==> src/rtl/hash_cracker_pkg.sv <==
// rtl/hash_cracker_pkg.sv - shared types and widths for the hash cracker datapath
package hash_cracker_pkg;

    localparam int HASH_W    = 32;
    localparam int CHAR_W    = 7;
    localparam int NUM_CHARS = 8;
    localparam int STR_W     = CHAR_W * NUM_CHARS;

    typedef enum logic [1:0] {
        ST_IDLE  = 2'd0,
        ST_RUN   = 2'd1,
        ST_DRAIN = 2'd2
    } state_t;

    typedef struct packed {
        logic [HASH_W-1:0] hash;
        logic [STR_W-1:0]  str;
    } hit_entry_t;

    // A set mask bit means that hash bit must equal the target bit.
    function automatic logic hash_match(
        input logic [HASH_W-1:0] hash,
        input logic [HASH_W-1:0] target,
        input logic [HASH_W-1:0] mask
    );
        return ((hash ^ target) & mask) == '0;
    endfunction

endpackage

==> src/rtl/hit_fifo.sv <==
// rtl/hit_fifo.sv - synchronous FIFO of hit entries with write-through-when-full on pop
module hit_fifo
    import hash_cracker_pkg::*;
#(
    parameter int FIFO_DEPTH = 4
) (
    input  logic       clk,
    input  logic       rst_n,
    input  logic       i_wr,
    input  hit_entry_t i_wr_data,
    input  logic       i_rd,
    output hit_entry_t o_rd_data,
    output logic       o_full,
    output logic       o_empty,
    output logic       o_drop
);

    localparam int AW = $clog2(FIFO_DEPTH);

    hit_entry_t        r_mem [FIFO_DEPTH];
    logic [AW-1:0]     r_wr_ptr;
    logic [AW-1:0]     r_rd_ptr;
    logic [AW:0]       r_count;
    logic              w_rd;
    logic              w_wr;

    assign o_full    = (r_count == (AW+1)'(FIFO_DEPTH));
    assign o_empty   = (r_count == '0);
    assign w_rd      = i_rd && !o_empty;
    // A pop in the same cycle frees a slot, so a full FIFO still accepts the write.
    assign w_wr      = i_wr && (!o_full || w_rd);
    assign o_drop    = i_wr && o_full && !w_rd;
    assign o_rd_data = r_mem[r_rd_ptr];

    // Storage and pointer/occupancy update.
    always_ff @(posedge clk or negedge rst_n) begin
        if (!rst_n) begin
            for (int i = 0; i < FIFO_DEPTH; i++) begin
                r_mem[i] <= '0;
            end
            r_wr_ptr <= '0;
            r_rd_ptr <= '0;
            r_count  <= '0;
        end else begin
            if (w_wr) begin
                r_mem[r_wr_ptr] <= i_wr_data;
                r_wr_ptr        <= r_wr_ptr + 1'b1;
            end
            if (w_rd) begin
                r_rd_ptr <= r_rd_ptr + 1'b1;
            end
            case ({w_wr, w_rd})
                2'b10:   r_count <= r_count + 1'b1;
                2'b01:   r_count <= r_count - 1'b1;
                default: r_count <= r_count;
            endcase
        end
    end

endmodule

==> src/rtl/hash_match_collector.sv <==
// rtl/hash_match_collector.sv - masked hash compare, hit FIFO and run control (stats: HASH_MATCH_STATS_EN)
module hash_match_collector
    import hash_cracker_pkg::*;
#(
    parameter int FIFO_DEPTH = 4
) (
    input  logic              clk,
    input  logic              rst_n,
    input  logic              start,
    input  logic              stop,
    input  logic              cfg_we,
    input  logic [HASH_W-1:0] cfg_target,
    input  logic [HASH_W-1:0] cfg_mask,
    input  logic              in_valid,
    input  logic [HASH_W-1:0] in_hash,
    input  logic [STR_W-1:0]  in_str,
    output logic              out_valid,
    input  logic              out_ready,
    output logic [HASH_W-1:0] out_hash,
    output logic [STR_W-1:0]  out_str,
    output logic              busy,
    output logic              overflow,
    output logic [31:0]       hit_count,
    output logic [15:0]       drop_count
);

    state_t            r_state;
    logic [HASH_W-1:0] r_target;
    logic [HASH_W-1:0] r_mask;
    logic              r_cmp_hit;
    hit_entry_t        r_cmp_entry;
    logic              r_overflow;

    logic              w_start_go;
    logic              w_fifo_empty;
    logic              w_fifo_full;
    logic              w_drop;
    logic              w_pop;
    hit_entry_t        w_head;

    assign w_start_go = (r_state == ST_IDLE) && start;
    assign w_pop      = out_valid && out_ready;

    assign out_valid  = !w_fifo_empty;
    assign out_hash   = w_head.hash;
    assign out_str    = w_head.str;
    assign busy       = (r_state != ST_IDLE);
    assign overflow   = r_overflow;

    // Run-control state machine; target/mask only writable while idle.
    always_ff @(posedge clk or negedge rst_n) begin
        if (!rst_n) begin
            r_state  <= ST_IDLE;
            r_target <= '0;
            r_mask   <= '1;
        end else begin
            case (r_state)
                ST_IDLE: begin
                    if (cfg_we) begin
                        r_target <= cfg_target;
                        r_mask   <= cfg_mask;
                    end
                    if (start) begin
                        r_state <= ST_RUN;
                    end
                end
                ST_RUN: begin
                    if (stop) begin
                        r_state <= ST_DRAIN;
                    end
                end
                ST_DRAIN: begin
                    if (!r_cmp_hit && w_fifo_empty) begin
                        r_state <= ST_IDLE;
                    end
                end
                default: r_state <= ST_IDLE;
            endcase
        end
    end

    // Compare stage: only inputs seen while running can register a hit.
    always_ff @(posedge clk or negedge rst_n) begin
        if (!rst_n) begin
            r_cmp_hit   <= 1'b0;
            r_cmp_entry <= '0;
        end else begin
            if ((r_state == ST_RUN) && in_valid && hash_match(in_hash, r_target, r_mask)) begin
                r_cmp_hit        <= 1'b1;
                r_cmp_entry.hash <= in_hash;
                r_cmp_entry.str  <= in_str;
            end else begin
                r_cmp_hit <= 1'b0;
            end
        end
    end

    // Sticky drop flag, cleared when a new search starts.
    always_ff @(posedge clk or negedge rst_n) begin
        if (!rst_n) begin
            r_overflow <= 1'b0;
        end else if (w_start_go) begin
            r_overflow <= 1'b0;
        end else if (w_drop) begin
            r_overflow <= 1'b1;
        end
    end

`ifdef HASH_MATCH_STATS_EN
    logic [31:0] r_hit_count;
    logic [15:0] r_drop_count;

    // Saturating hit/drop statistics, cleared when a new search starts.
    always_ff @(posedge clk or negedge rst_n) begin
        if (!rst_n) begin
            r_hit_count  <= '0;
            r_drop_count <= '0;
        end else if (w_start_go) begin
            r_hit_count  <= '0;
            r_drop_count <= '0;
        end else begin
            if (r_cmp_hit && (r_hit_count != '1)) begin
                r_hit_count <= r_hit_count + 1'b1;
            end
            if (w_drop && (r_drop_count != '1)) begin
                r_drop_count <= r_drop_count + 1'b1;
            end
        end
    end

    assign hit_count  = r_hit_count;
    assign drop_count = r_drop_count;
`else
    assign hit_count  = '0;
    assign drop_count = '0;
`endif

    hit_fifo #(
        .FIFO_DEPTH (FIFO_DEPTH)
    ) u_hit_fifo (
        .clk       (clk),
        .rst_n     (rst_n),
        .i_wr      (r_cmp_hit),
        .i_wr_data (r_cmp_entry),
        .i_rd      (w_pop),
        .o_rd_data (w_head),
        .o_full    (w_fifo_full),
        .o_empty   (w_fifo_empty),
        .o_drop    (w_drop)
    );

endmodule

==> config.mk <==
export PLATFORM = sky130hd
export DESIGN_NAME = hash_match_collector
export DESIGN_NICKNAME = d
export VERILOG_FILES = /design/src/rtl/hash_cracker_pkg.sv /design/src/rtl/hit_fifo.sv /design/src/rtl/hash_match_collector.sv
export SDC_FILE = /design/constraint.sdc
export NUM_CORES = 1
export LEC_CHECK = 0
export BUFFER_PORTS_ARGS = -buffer_cell sky130_fd_sc_hd__buf_2
export CAP_MARGIN = 0
export CORE_ASPECT_RATIO = 0.8
export CORE_UTILIZATION = 45
export CTS_BUF_LIST = sky130_fd_sc_hd__clkbuf_8
export DETAILED_ROUTE_END_ITERATION = 12
export PLACE_DENSITY = 0.65
export SYNTH_ARGS = -nofsm -noshare
export SYNTH_HDL_FRONTEND = slang
export SYNTH_HIERARCHICAL = 1
export SYNTH_SLANG_ARGS = --single-unit
export TNS_END_PERCENT = 100
==> constraint.sdc <==
create_clock -name clk -period 3.25 [get_ports clk]
set_clock_uncertainty 0.2 [all_clocks]
set_input_delay 0.65 -clock clk [delete_from_list [all_inputs] [get_ports clk]]
set_output_delay 0.65 -clock clk [all_outputs]
set_load 0.05 [all_outputs]
==> metrics.yaml, run 1 <==
timing.max_slew.rel_slack_pct: 63.15
synthesis.yosys.warnings: 6
drt_first_pass_iters: 4
mappedNetlistArea_mm2: 0.02224
cap_viol_max_count: 0
die_h_um: 200.8
cts-buffers-inserted: 82
postSynthCellCount: 1330
vias_per_cell: 5.210
period_needed_ns: 3.122
final_clock_period_utilization_by_the_worst_path_pct: 96.07
worst_ep_required_time_ns: 2.40
ir_drop_worst_case_vdd_mv: 0.3181
timing.reg2reg.worst_path_depth: 10
setup_viol_count_final: 0
leakage_uw: 0.01362
antenna_found_initial: 2
grt_pass1_wl_mm: 81.07
worst-path-max-fanout: 15
core_area_mm2: 0.04856
wire_per_inst_um: 20.63
cp.arrival_ns: 2.27
cp_slowest_cell: "sky130_fd_sc_hd__dfrtp_4"
cts_num_sinks: 515
unrepaired_setup_endpoints_after_global_routing: "true"
fmax_ghz: 0.3203
cts_tree: "done"
grt-ovfl-total: 0
design_area_mm2: 0.02724
run_status: "complete, no violations"
synth_to_layout_area_growth_pct: 22.52
clk_root_buffer_cell: "sky130_fd_sc_hd__clkbuf_8"
num_rows: 72
worst_slack_on_hold_paths_ns: 0.05813
io_pins: 298
dp_cells: 2165
effective_utilization_at_floorplan_pct: 45.79
clock_slew_at_reported_path_ffs_ns: 0.06
drive_above_1_share_pct: 57.38
cp_cell_sequence: "buf_4, mux4_2, buf_2"
setup-tns-final_ns: 0
place_hpwl_mm: 30.68
global_route.usage.total_pct: 20.83
die_span_x_um: 250.5
via_total_after_detailed_routing: 12720
finish.utilization_pct: 56.11
grt_pass1_vias: 14220
wl_mm: 50.37
clock_latency_ns: 0.67
gpl.final_weighted_congestion: 0.7932
die_area_mm2: 0.05031
fin_cells: 2441
worst-setup-path-type: "flop to primary output"
clock_tree.buffer_depth: 3
min_delay_path_depth: 2
slowest_delay_ns: 0.67
layout.nets: 1912
port_buffers: 249
grt_max_degree: 105
hold_viol: 0
htree_num_levels: 3
drtIter0Drc: 575
resized_gates_after_cts: 0
drv_slew: 0
cp-start-kind: "flop"
syn-mean-instance-area_um2: 16.72
route.antenna.remaining_nets: 0
min-delay-path-class: "input pin to flop"
detailed_place.area_mm2: 0.02419
max_slew.worst_pin.slew_ns: 0.5528
cp-end-kind: "primary output"
cellPowerDensity_mw_per_mm2: 604.0
drcViolationCount: 0
final timing paths:
check | start | to | slack [ns]
max in group asynchronous | rst_n | u_hit_fifo/r_mem[188]$_DFFE_PN0P_ | 1.69
min in group asynchronous | rst_n | r_target[8]$_DFFE_PN0P_ | 0.25
worst min-delay path | in_hash[14] | r_cmp_entry[70]$_DFFE_PN0P_ | 0.06
worst max-delay path | u_hit_fifo/r_rd_ptr[1]$_DFFE_PN0P_ | out_hash[27] | 0.13
worst max register to register | u_hit_fifo/r_count[0]$_DFFE_PN0P_ | u_hit_fifo/r_count[2]$_DFFE_PN0P_ | 0.61
worst min register to register | u_hit_fifo/r_mem[304]$_DFFE_PN0P_ | u_hit_fifo/r_mem[304]$_DFFE_PN0P_ | 0.29
layout make-up:
| cell class | count | area [um2] |
|---|---|---|
| antenna | 3 | 7.507 |
| clock buffer | 105 | 1445 |
| clock inverter | 41 | 324.1 |
| fill | 3834 | 21310 |
| inverter | 7 | 26.28 |
| multi-input combinational | 735 | 8723 |
| sequential | 515 | 12930 |
| tap | 629 | 787.0 |
| timing repair buffer | 406 | 2995 |
power breakdown:
group	internal, uW	switching, uW	total [uW]
Combinational	1460	1550	3020
Sequential	7070	446	7510
Clock	3310	2620	5930
through the flow:
stage / setup WS, ns / power, uW
3_3_place_gp: 0.4388 / 10460
6_report: 0.1279 / 16450
2_1_floorplan: 0.6078 / 9526
4_1_cts: 0.04472 / 16680
5_1_grt: -0.01424 / 17250
3_5_place_dp: 0.4183 / 10530
sequential cells by signal (all words and copies together), names as in the netlist:
signal               count
u_hit_fifo/r_mem       352
r_cmp_entry             88
u_hit_fifo/r_rd_ptr      2
r_state                  2
u_hit_fifo/r_count       3
overflow                 1
u_hit_fifo/r_wr_ptr      2
r_cmp_hit                1
r_target                32
r_mask                  32
layer usage:
metal / up-vias / GRT usage, % / wire, um / share of wire (%)
li1: 5626 / - / - / -
met1: 6739 / 28.79 / 22920 / 45
met2: 257 / 32.93 / 24090 / 48
met3: 96 / 4.538 / 2131 / 4.2
met4: 0 / 6.683 / 1228 / 2.4
met5: - / 0 / 0 / 0
critical path: cells and delay by family (launching register included):
family | cells | cell delay (ns)
multiplexers | 1 | 0.37
buffers and inverters | 2 | 0.56
flip-flops | 1 | 0.67
cell usage in the layout, fill, tap and decap left out, types with 3 or more instances in the layout:
cell type,instances
sky130_fd_sc_hd__mux2_1,4
sky130_fd_sc_hd__buf_2,248
sky130_fd_sc_hd__mux4_2,88
sky130_fd_sc_hd__nand2_1,7
sky130_fd_sc_hd__diode_2,3
sky130_fd_sc_hd__nor2_4,4
sky130_fd_sc_hd__clkinvlp_4,4
sky130_fd_sc_hd__a22oi_1,10
sky130_fd_sc_hd__dlygate4sd3_1,126
sky130_fd_sc_hd__xnor2_1,3
sky130_fd_sc_hd__bufinv_16,5
sky130_fd_sc_hd__dfrtp_1,481
sky130_fd_sc_hd__mux2_4,20
sky130_fd_sc_hd__clkinv_2,11
sky130_fd_sc_hd__clkbuf_8,105
sky130_fd_sc_hd__buf_4,11
sky130_fd_sc_hd__buf_12,19
sky130_fd_sc_hd__nor2_1,5
sky130_fd_sc_hd__dfstp_2,32
sky130_fd_sc_hd__ha_1,5
sky130_fd_sc_hd__inv_1,26
sky130_fd_sc_hd__mux2_2,481
sky130_fd_sc_hd__xor2_1,35
sky130_fd_sc_hd__conb_1,48
repair_timing:
item / 4_1_cts / 5_1_grt
setup buffers: 1 / 0
hold buffers: 126 / 0
endpoints found under the hold margin: 193 / 0
endpoints found under the setup margin: 41 / 1
pin swaps: 0 / 0
Power figures use the tool's default switching activity.
==> inputs of run 2 (changes only) <==
==> constraint.sdc (replaced) <==
create_clock -name clk -period 3.25 [get_ports clk]
set_clock_uncertainty 0.2 [all_clocks]
set_input_delay 0.65 -clock clk [delete_from_list [all_inputs] [get_ports clk]]
set_output_delay 0.65 -clock clk [all_outputs]
set_load 0.005 [all_outputs]
==> metrics.yaml, run 2 (same netlist as run 1, synthesis figures left out) <==
detailed_place.area_mm2: 0.02431  # was 0.02419 mm2
layout.nets: 1936  # was 1,912
p_switching_uw: 4476  # was 4621 uW
worst-setup-path-type: "flop to primary output"  # unchanged
die_h_um: 200.8  # unchanged
port_buffers: 249  # unchanged
multi_input_area_mm2: 0.008723  # unchanged
global_route.usage.total_pct: 21.03  # was 20.83%
die_area_mm2: 0.05031  # unchanged
place_hpwl_mm: 30.70  # was 30.68 mm
timing.max_slew.rel_slack_pct: 60.86  # was 63.15%
cts-buffers-inserted: 83  # was 82
worst-path-max-fanout: 11  # was 15
vias_per_cell: 5.181  # was 5.210
reg2reg_to: "u_hit_fifo/r_count[2]$_DFFE_PN0P_"  # unchanged
period_needed_ns: 3.033  # was 3.122 ns
share_of_total_power_consumed_by_net_switching_pct: 27.84  # was 28.08%
min-delay-path-class: "input pin to flop"  # unchanged
effective_utilization_at_floorplan_pct: 45.79  # unchanged
finish.utilization_pct: 56.47  # was 56.11%
cp_cell_sequence: "buf_12, buf_12, mux4_2, buf_2"  # was buf_4, mux4_2, buf_2
io_pins: 298  # unchanged
critical_hold_path_startpoint: "in_hash[14]"  # unchanged
route.antenna.remaining_nets: 0  # unchanged
final_clock_period_utilization_by_the_worst_path_pct: 93.32  # was 96.07%
share_clk_of_total_power_pct: 34.2  # was 36.0%
cp.arrival_ns: 2.18  # was 2.27 ns
hold_viol: 0  # unchanged
largest_register_ffs: 352  # unchanged
leakage_uw: 0.01375  # was 0.01362 uW
clock_latency_ns: 0.68  # was 0.67 ns
cp_slowest_cell: "sky130_fd_sc_hd__mux4_2"  # was sky130_fd_sc_hd__dfrtp_4
gpl.final_weighted_congestion: 0.7934  # was 0.7932
setup_viol_count_final: 0  # unchanged
via_total_after_detailed_routing: 12780  # was 12,720
cellInternalPower_uw: 11600  # was 11,830 uW
resized_gates_after_cts: 0  # unchanged
layout_top_registers: "u_hit_fifo/r_mem x352, r_cmp_entry x88"  # unchanged
wire_per_inst_um: 20.47  # was 20.63 um
run_status: "complete, no violations"  # unchanged
antenna_found_initial: 2  # unchanged
grt_pass1_wl_mm: 81.61  # was 81.07 mm
filler_cell_count: 3855  # was 3,834
max_slew.worst_pin.slew_ns: 0.5871  # was 0.5528 ns
register_area_mm2: 0.01293  # unchanged
power.sequential.fraction_pct: 46.4  # was 45.7%
timing.reg2reg.worst_path_depth: 10  # unchanged
clock_tree.buffer_depth: 3  # unchanged
cp-start-kind: "flop"  # unchanged
most-common-layout-cells: "481 x sky130_fd_sc_hd__mux2_2, 481 x sky130_fd_sc_hd__dfrtp_1, 248 x sky130_fd_sc_hd__buf_2, 137 x sky130_fd_sc_hd__dlygate4sd3_1, 102 x sky130_fd_sc_hd__clkbuf_8"  # was 481 x sky130_fd_sc_hd__mux2_2, 481 x sky130_fd_sc_hd__dfrtp_1, 248 x sky130_fd_sc_hd__buf_2, 126 x sky130_fd_sc_hd__dlygate4sd3_1, 105 x sky130_fd_sc_hd__clkbuf_8
cp-end-kind: "primary output"  # unchanged
drt_first_pass_iters: 4  # unchanged
grt_pass1_vias: 14340  # was 14,220
design_area_mm2: 0.02742  # was 0.02724 mm2
power.share.combinational_pct: 19.4  # was 18.3%
cts_num_sinks: 515  # unchanged
drv_slew: 0  # unchanged
min_delay_path_depth: 2  # unchanged
largest_register: "u_hit_fifo/r_mem"  # unchanged
synth_to_layout_area_growth_pct: 23.31  # was 22.52%
worst_ep_required_time_ns: 2.40  # about the same
grt_max_degree: 78  # was 105
unrepaired_setup_endpoints_after_global_routing: "false"  # was true
fmax_ghz: 0.3297  # was 0.3203 GHz
drcViolationCount: 0  # unchanged
drive_above_1_share_pct: 56.57  # was 57.38%
cell_repeated_most_along_the_worst_path: "sky130_fd_sc_hd__buf_12"
grt-ovfl-total: 0  # unchanged
cap_viol_max_count: 0  # unchanged
ir_drop_worst_case_vdd_mv: 0.3604  # was 0.3181 mV
num_rows: 72  # unchanged
min_delay_worst_endpoint: "r_cmp_entry[70]$_DFFE_PN0P_"  # unchanged
ff2ff_setup_slack_ns: 0.63  # was 0.61 ns
core_area_mm2: 0.04856  # unchanged
clock_slew_at_reported_path_ffs_ns: 0.07  # was 0.06 ns
cts_tree: "done"  # unchanged
r2r-start: "u_hit_fifo/r_count[0]$_DFFE_PN0P_"  # unchanged
htree_num_levels: 3  # unchanged
clk_root_buffer_cell: "sky130_fd_sc_hd__clkbuf_8"  # unchanged
cellPowerDensity_mw_per_mm2: 586.3  # was 604.0 mW/mm2
setup-tns-final_ns: 0  # unchanged
wl_mm: 50.48  # was 50.37 mm
slowest_delay_ns: 0.56  # was 0.67 ns
drtIter0Drc: 558  # was 575
die_span_x_um: 250.5  # unchanged
-- run 2: cell types whose count changed in the layout (fill, tap and decap cells not counted), sizes merged --
cell         delta
diode           -1
buf            +12
inv            +20
dlygate4sd3    +11
clkbuf          -3
clkinv          -8
clkinvlp        -2
bufinv          -4
-- run 2: power groups by stage --
| stage | clock network, uW | logic (uW) | registers [uW] |
|---|---|---|---|
| final | 5500 | 3120 | 7450 |
| after global routing | 5970 | 3380 | 7510 |
| after CTS | 5680 | 3170 | 7430 |
| after detailed placement | 0 | 2790 | 7650 |
| after global placement | 0 | 2750 | 7640 |
| after floorplan | 0 | 1960 | 7410 |
-- run 2: how the worst max path moves through the flow --
stage	start	end	depth (start not counted)
3_5_place_dp	in_hash[26]	r_cmp_entry[83]$_DFFE_PN0P_	8
5_1_grt	u_hit_fifo/r_rd_ptr[0]$_DFFE_PN0P_	out_hash[22]	4
6_report	u_hit_fifo/r_rd_ptr[0]$_DFFE_PN0P_	out_str[53]	4
2_1_floorplan	out_ready	u_hit_fifo/r_count[2]$_DFFE_PN0P_	9
3_3_place_gp	in_hash[26]	r_cmp_entry[86]$_DFFE_PN0P_	8
4_1_cts	u_hit_fifo/r_rd_ptr[0]$_DFFE_PN0P_	out_hash[29]	4
-- run 2: timing repair --
action,in CTS,in global routing
hold buffers,136,1
hold endpoints to repair,176,1
setup endpoints to repair,81,0
setup buffers,4,0
-- run 2: metal layers --
metal / share of wire, % / track usage [%] / vias up / routed length [um]
li1: - / - / 5690 / -
met1: 45 / 28.79 / 6760 / 22810
met2: 49 / 33.50 / 239 / 24610
met3: 3.6 / 4.214 / 88 / 1824
met4: 2.4 / 7.450 / 0 / 1234
met5: 0 / 0 / - / 0
-- run 2: area by class of cell --
class / instances / area share [%]
flip-flops and latches: 515 / 47.17
multi-input cells: 735 / 31.81
repair buffers: 429 / 11.99
clock buffers: 102 / 5.120
well taps: 629 / 2.870
clock inverters: 47 / 0.9172
inverters: 7 / 0.09582
diodes: 2 / 0.01825
-- run 2: stage by stage --
stage          hold WS (ns)  cells  setup WS, ns  total power [uW]
2_1_floorplan        0.1544   1377        0.6078              9371
3_5_place_dp         0.2747   2174        0.3549             10440
5_1_grt            0.005574   2466        0.1139             16860
4_1_cts           0.0008831   2463        0.1518             16290
6_report            0.05828   2466        0.2171             16080
3_3_place_gp         0.2650   2174        0.3810             10390
-- run 2: worst max-delay path: cells and delay by family (launching register included) --
kind | cells | cell delay (ns)
mux | 1 | 0.56
buf+inv | 3 | 0.48
flops | 1 | 0.47
==> inputs of run 3 (changes only) <==
--- a/config.mk
+++ b/config.mk
@@ -7,7 +7,7 @@
 export LEC_CHECK = 0
 export BUFFER_PORTS_ARGS = -buffer_cell sky130_fd_sc_hd__buf_2
 export CAP_MARGIN = 0
-export CORE_ASPECT_RATIO = 0.8
+export CORE_ASPECT_RATIO = 0.7
 export CORE_UTILIZATION = 45
 export CTS_BUF_LIST = sky130_fd_sc_hd__clkbuf_8
 export DETAILED_ROUTE_END_ITERATION = 12
==> metrics.yaml, run 3 (same netlist as run 1, synthesis figures left out) <==
cts_num_sinks: 515  # unchanged
r2r-start: "r_target[22]$_DFFE_PN0P_"  # was u_hit_fifo/r_count[0]$_DFFE_PN0P_
place_hpwl_mm: 30.52  # was 30.70 mm
grt_pass1_vias: 13750  # was 14,340
min-delay-path-class: "input pin to flop"  # unchanged
drcViolationCount: 0  # unchanged
port_buffers: 249  # unchanged
run_status: "complete, no violations"  # unchanged
wl_mm: 49.24  # was 50.48 mm
gpl.final_weighted_congestion: 0.8198  # was 0.7934
drt_first_pass_iters: 4  # unchanged
worst_slack_on_hold_paths_ns: 0.06037  # was 0.05828 ns
hold_viol: 0  # unchanged
grt-ovfl-total: 0  # unchanged
fmax_ghz: 0.3301  # was 0.3297 GHz
slowest_delay_ns: 0.56  # about the same
ir_drop_worst_case_vdd_mv: 0.3115  # was 0.3604 mV
htree_num_levels: 3  # unchanged
clock_latency_ns: 0.67  # was 0.68 ns
die_span_x_um: 267.7  # was 250.5 um
cts-buffers-inserted: 81  # was 83
clock_tree.buffer_depth: 3  # unchanged
cp_cell_sequence: "buf_12, mux4_2, buf_2"  # was buf_12, buf_12, mux4_2, buf_2
route.antenna.remaining_nets: 0  # unchanged
setup_viol_count_final: 0  # unchanged
filler_cell_count: 3880  # was 3,855
clock_slew_at_reported_path_ffs_ns: 0.06  # was 0.07 ns
design_area_mm2: 0.02709  # was 0.02742 mm2
unrepaired_setup_endpoints_after_global_routing: "false"  # unchanged
cts_tree: "done"  # unchanged
cp-start-kind: "flop"  # unchanged
timing.max_slew.rel_slack_pct: 58.61  # was 60.86%
setup-tns-final_ns: 0  # unchanged
worst_path_dominant_cell_family: "multiplexers"  # unchanged
wire_per_inst_um: 19.99  # was 20.47 um
largest_register_ffs: 352  # unchanged
layout.nets: 1912  # was 1,936
drv_slew: 0  # unchanged
detailed_place.area_mm2: 0.02419  # was 0.02431 mm2
cp_slowest_cell: "sky130_fd_sc_hd__mux4_2"  # unchanged
fin_cells: 2463  # was 2,466
most-common-layout-cells: "481 x sky130_fd_sc_hd__mux2_2, 481 x sky130_fd_sc_hd__dfrtp_1, 248 x sky130_fd_sc_hd__buf_2, 129 x sky130_fd_sc_hd__dlygate4sd3_1, 101 x sky130_fd_sc_hd__clkbuf_8"  # was 481 x sky130_fd_sc_hd__mux2_2, 481 x sky130_fd_sc_hd__dfrtp_1, 248 x sky130_fd_sc_hd__buf_2, 137 x sky130_fd_sc_hd__dlygate4sd3_1, 102 x sky130_fd_sc_hd__clkbuf_8
power.sequential.fraction_pct: 47.4  # was 46.4%
global_route.usage.total_pct: 20.32  # was 21.03%
crit_cells: 3  # was 4
cellInternalPower_uw: 11360  # was 11,600 uW
die_area_mm2: 0.05032  # was 0.05031 mm2
synth_to_layout_area_growth_pct: 21.82  # was 23.31%
drive_above_1_share_pct: 56.45  # was 56.57%
cp-end-kind: "primary output"  # unchanged
worst_ep_required_time_ns: 2.40  # about the same
effective_utilization_at_floorplan_pct: 46.05  # was 45.79%
p_switching_uw: 4345  # was 4476 uW
antenna_found_initial: 1  # was 2
largest_register: "u_hit_fifo/r_mem"  # unchanged
via_total_after_detailed_routing: 12570  # was 12,780
setup.worst_path.end: "out_str[40]"  # was out_str[53]
cp.arrival_ns: 2.18  # about the same
timing.reg2reg.worst_path_depth: 7  # was 10
layout_top_registers: "u_hit_fifo/r_mem x352, r_cmp_entry x88"  # unchanged
grt_max_degree: 83  # was 78
dp_cells: 2190  # was 2,174
share_clk_of_total_power_pct: 34.4  # was 34.2%
share_of_total_power_consumed_by_net_switching_pct: 27.67  # was 27.84%
max_slew.worst_pin.slew_ns: 0.6187  # was 0.5871 ns
power.share.combinational_pct: 18.2  # was 19.4%
path_buf_inv: 2  # was 3
period_needed_ns: 3.029  # was 3.033 ns
critical_path.startpoint: "u_hit_fifo/r_rd_ptr[0]$_DFFE_PN0P_"  # unchanged
ff2ff_setup_slack_ns: 0.63  # about the same
die_h_um: 188.0  # was 200.8 um
setup_fix_bufs_post_cts: 0  # was 4
cap_viol_max_count: 0  # unchanged
num_rows: 67  # was 72
leakage_uw: 0.01358  # was 0.01375 uW
worst-setup-path-type: "flop to primary output"  # unchanged
final_clock_period_utilization_by_the_worst_path_pct: 93.21  # was 93.32%
drtIter0Drc: 530  # was 558
core_area_mm2: 0.04829  # was 0.04856 mm2
grt_pass1_wl_mm: 79.22  # was 81.61 mm
worst-path-max-fanout: 34  # was 11
io_pins: 298  # unchanged
resized_gates_after_cts: 0  # unchanged
clk_root_buffer_cell: "sky130_fd_sc_hd__clkbuf_8"  # unchanged
vias_per_cell: 5.103  # was 5.181
cellPowerDensity_mw_per_mm2: 579.7  # was 586.3 mW/mm2
reg2reg_to: "r_cmp_entry[16]$_DFFE_PN0P_"  # was u_hit_fifo/r_count[2]$_DFFE_PN0P_
run 3: cell count changes in the layout (fill, tap and decap cells not counted), sizes merged:
| cell | previous run | this run |
|---|---|---|
| clkbuf | 102 | 101 |
| clkinv | 3 | 4 |
| buf | 292 | 278 |
| inv | 48 | 42 |
| diode | 2 | 1 |
| dlygate4sd3 | 137 | 129 |
run 3: routing by layer:
metal / GRT usage (%) / part of all wire [%] / vias to the layer above
met3: 4.478 / 3.6 / 66
met1: 28.59 / 46 / 6674
li1: - / - / 5609
met2: 31.96 / 49 / 219
met5: 0 / 0 / -
met4: 5.209 / 1.5 / 0
run 3: final cells by class:
type	count	area [um2]	share of cell area, %
Tap cell	655	819.5	3.025
Clock inverter	42	214.0	0.7898
Sequential cell	515	12930	47.75
Timing Repair Buffer	407	2978	10.99
Antenna cell	1	2.502	0.009238
Inverter	7	26.28	0.09700
Multi-Input combinational cell	735	8723	32.20
Clock buffer	101	1390	5.132
run 3: power by group through the flow:
stage	Combinational [uW]	Sequential, uW	Clock [uW]
floorplan	1960	7410	0
global placement	2730	7540	0
detailed placement	2760	7550	0
CTS	2890	7440	5580
global route	3100	7510	5860
finish	2850	7450	5400
run 3: per-stage QoR:
step | setup WS, ns | util, % | total power, uW
after detailed placement | 0.4014 | 50.10 | 10310
after floorplan | 0.6078 | - | 9371
final | 0.2205 | 56.10 | 15700
after CTS | 0.1359 | 56.05 | 15910
after global routing | 0.09199 | 56.10 | 16470
after global placement | 0.4117 | 50.10 | 10270
run 3: how the worst min path moves through the flow:
stage | from | endpoint | slack (ns) | cells after the start
2_1_floorplan | rst_n | overflow$_DFFE_PN0P_ | 0.15 | 0
3_3_place_gp | u_hit_fifo/r_mem[296]$_DFFE_PN0P_ | u_hit_fifo/r_mem[296]$_DFFE_PN0P_ | 0.27 | 1
3_5_place_dp | u_hit_fifo/r_mem[304]$_DFFE_PN0P_ | u_hit_fifo/r_mem[304]$_DFFE_PN0P_ | 0.27 | 1
4_1_cts | in_hash[26] | r_cmp_entry[82]$_DFFE_PN0P_ | 0.0004 | 2
5_1_grt | in_hash[23] | r_cmp_entry[79]$_DFFE_PN0P_ | 0.0004 | 2
6_report | in_hash[23] | r_cmp_entry[79]$_DFFE_PN0P_ | 0.06 | 2
run 3: repair_timing:
action,4_1_cts,5_1_grt
endpoints found under the setup margin,0,0
hold buffers,127,2
hold endpoints to repair,160,2
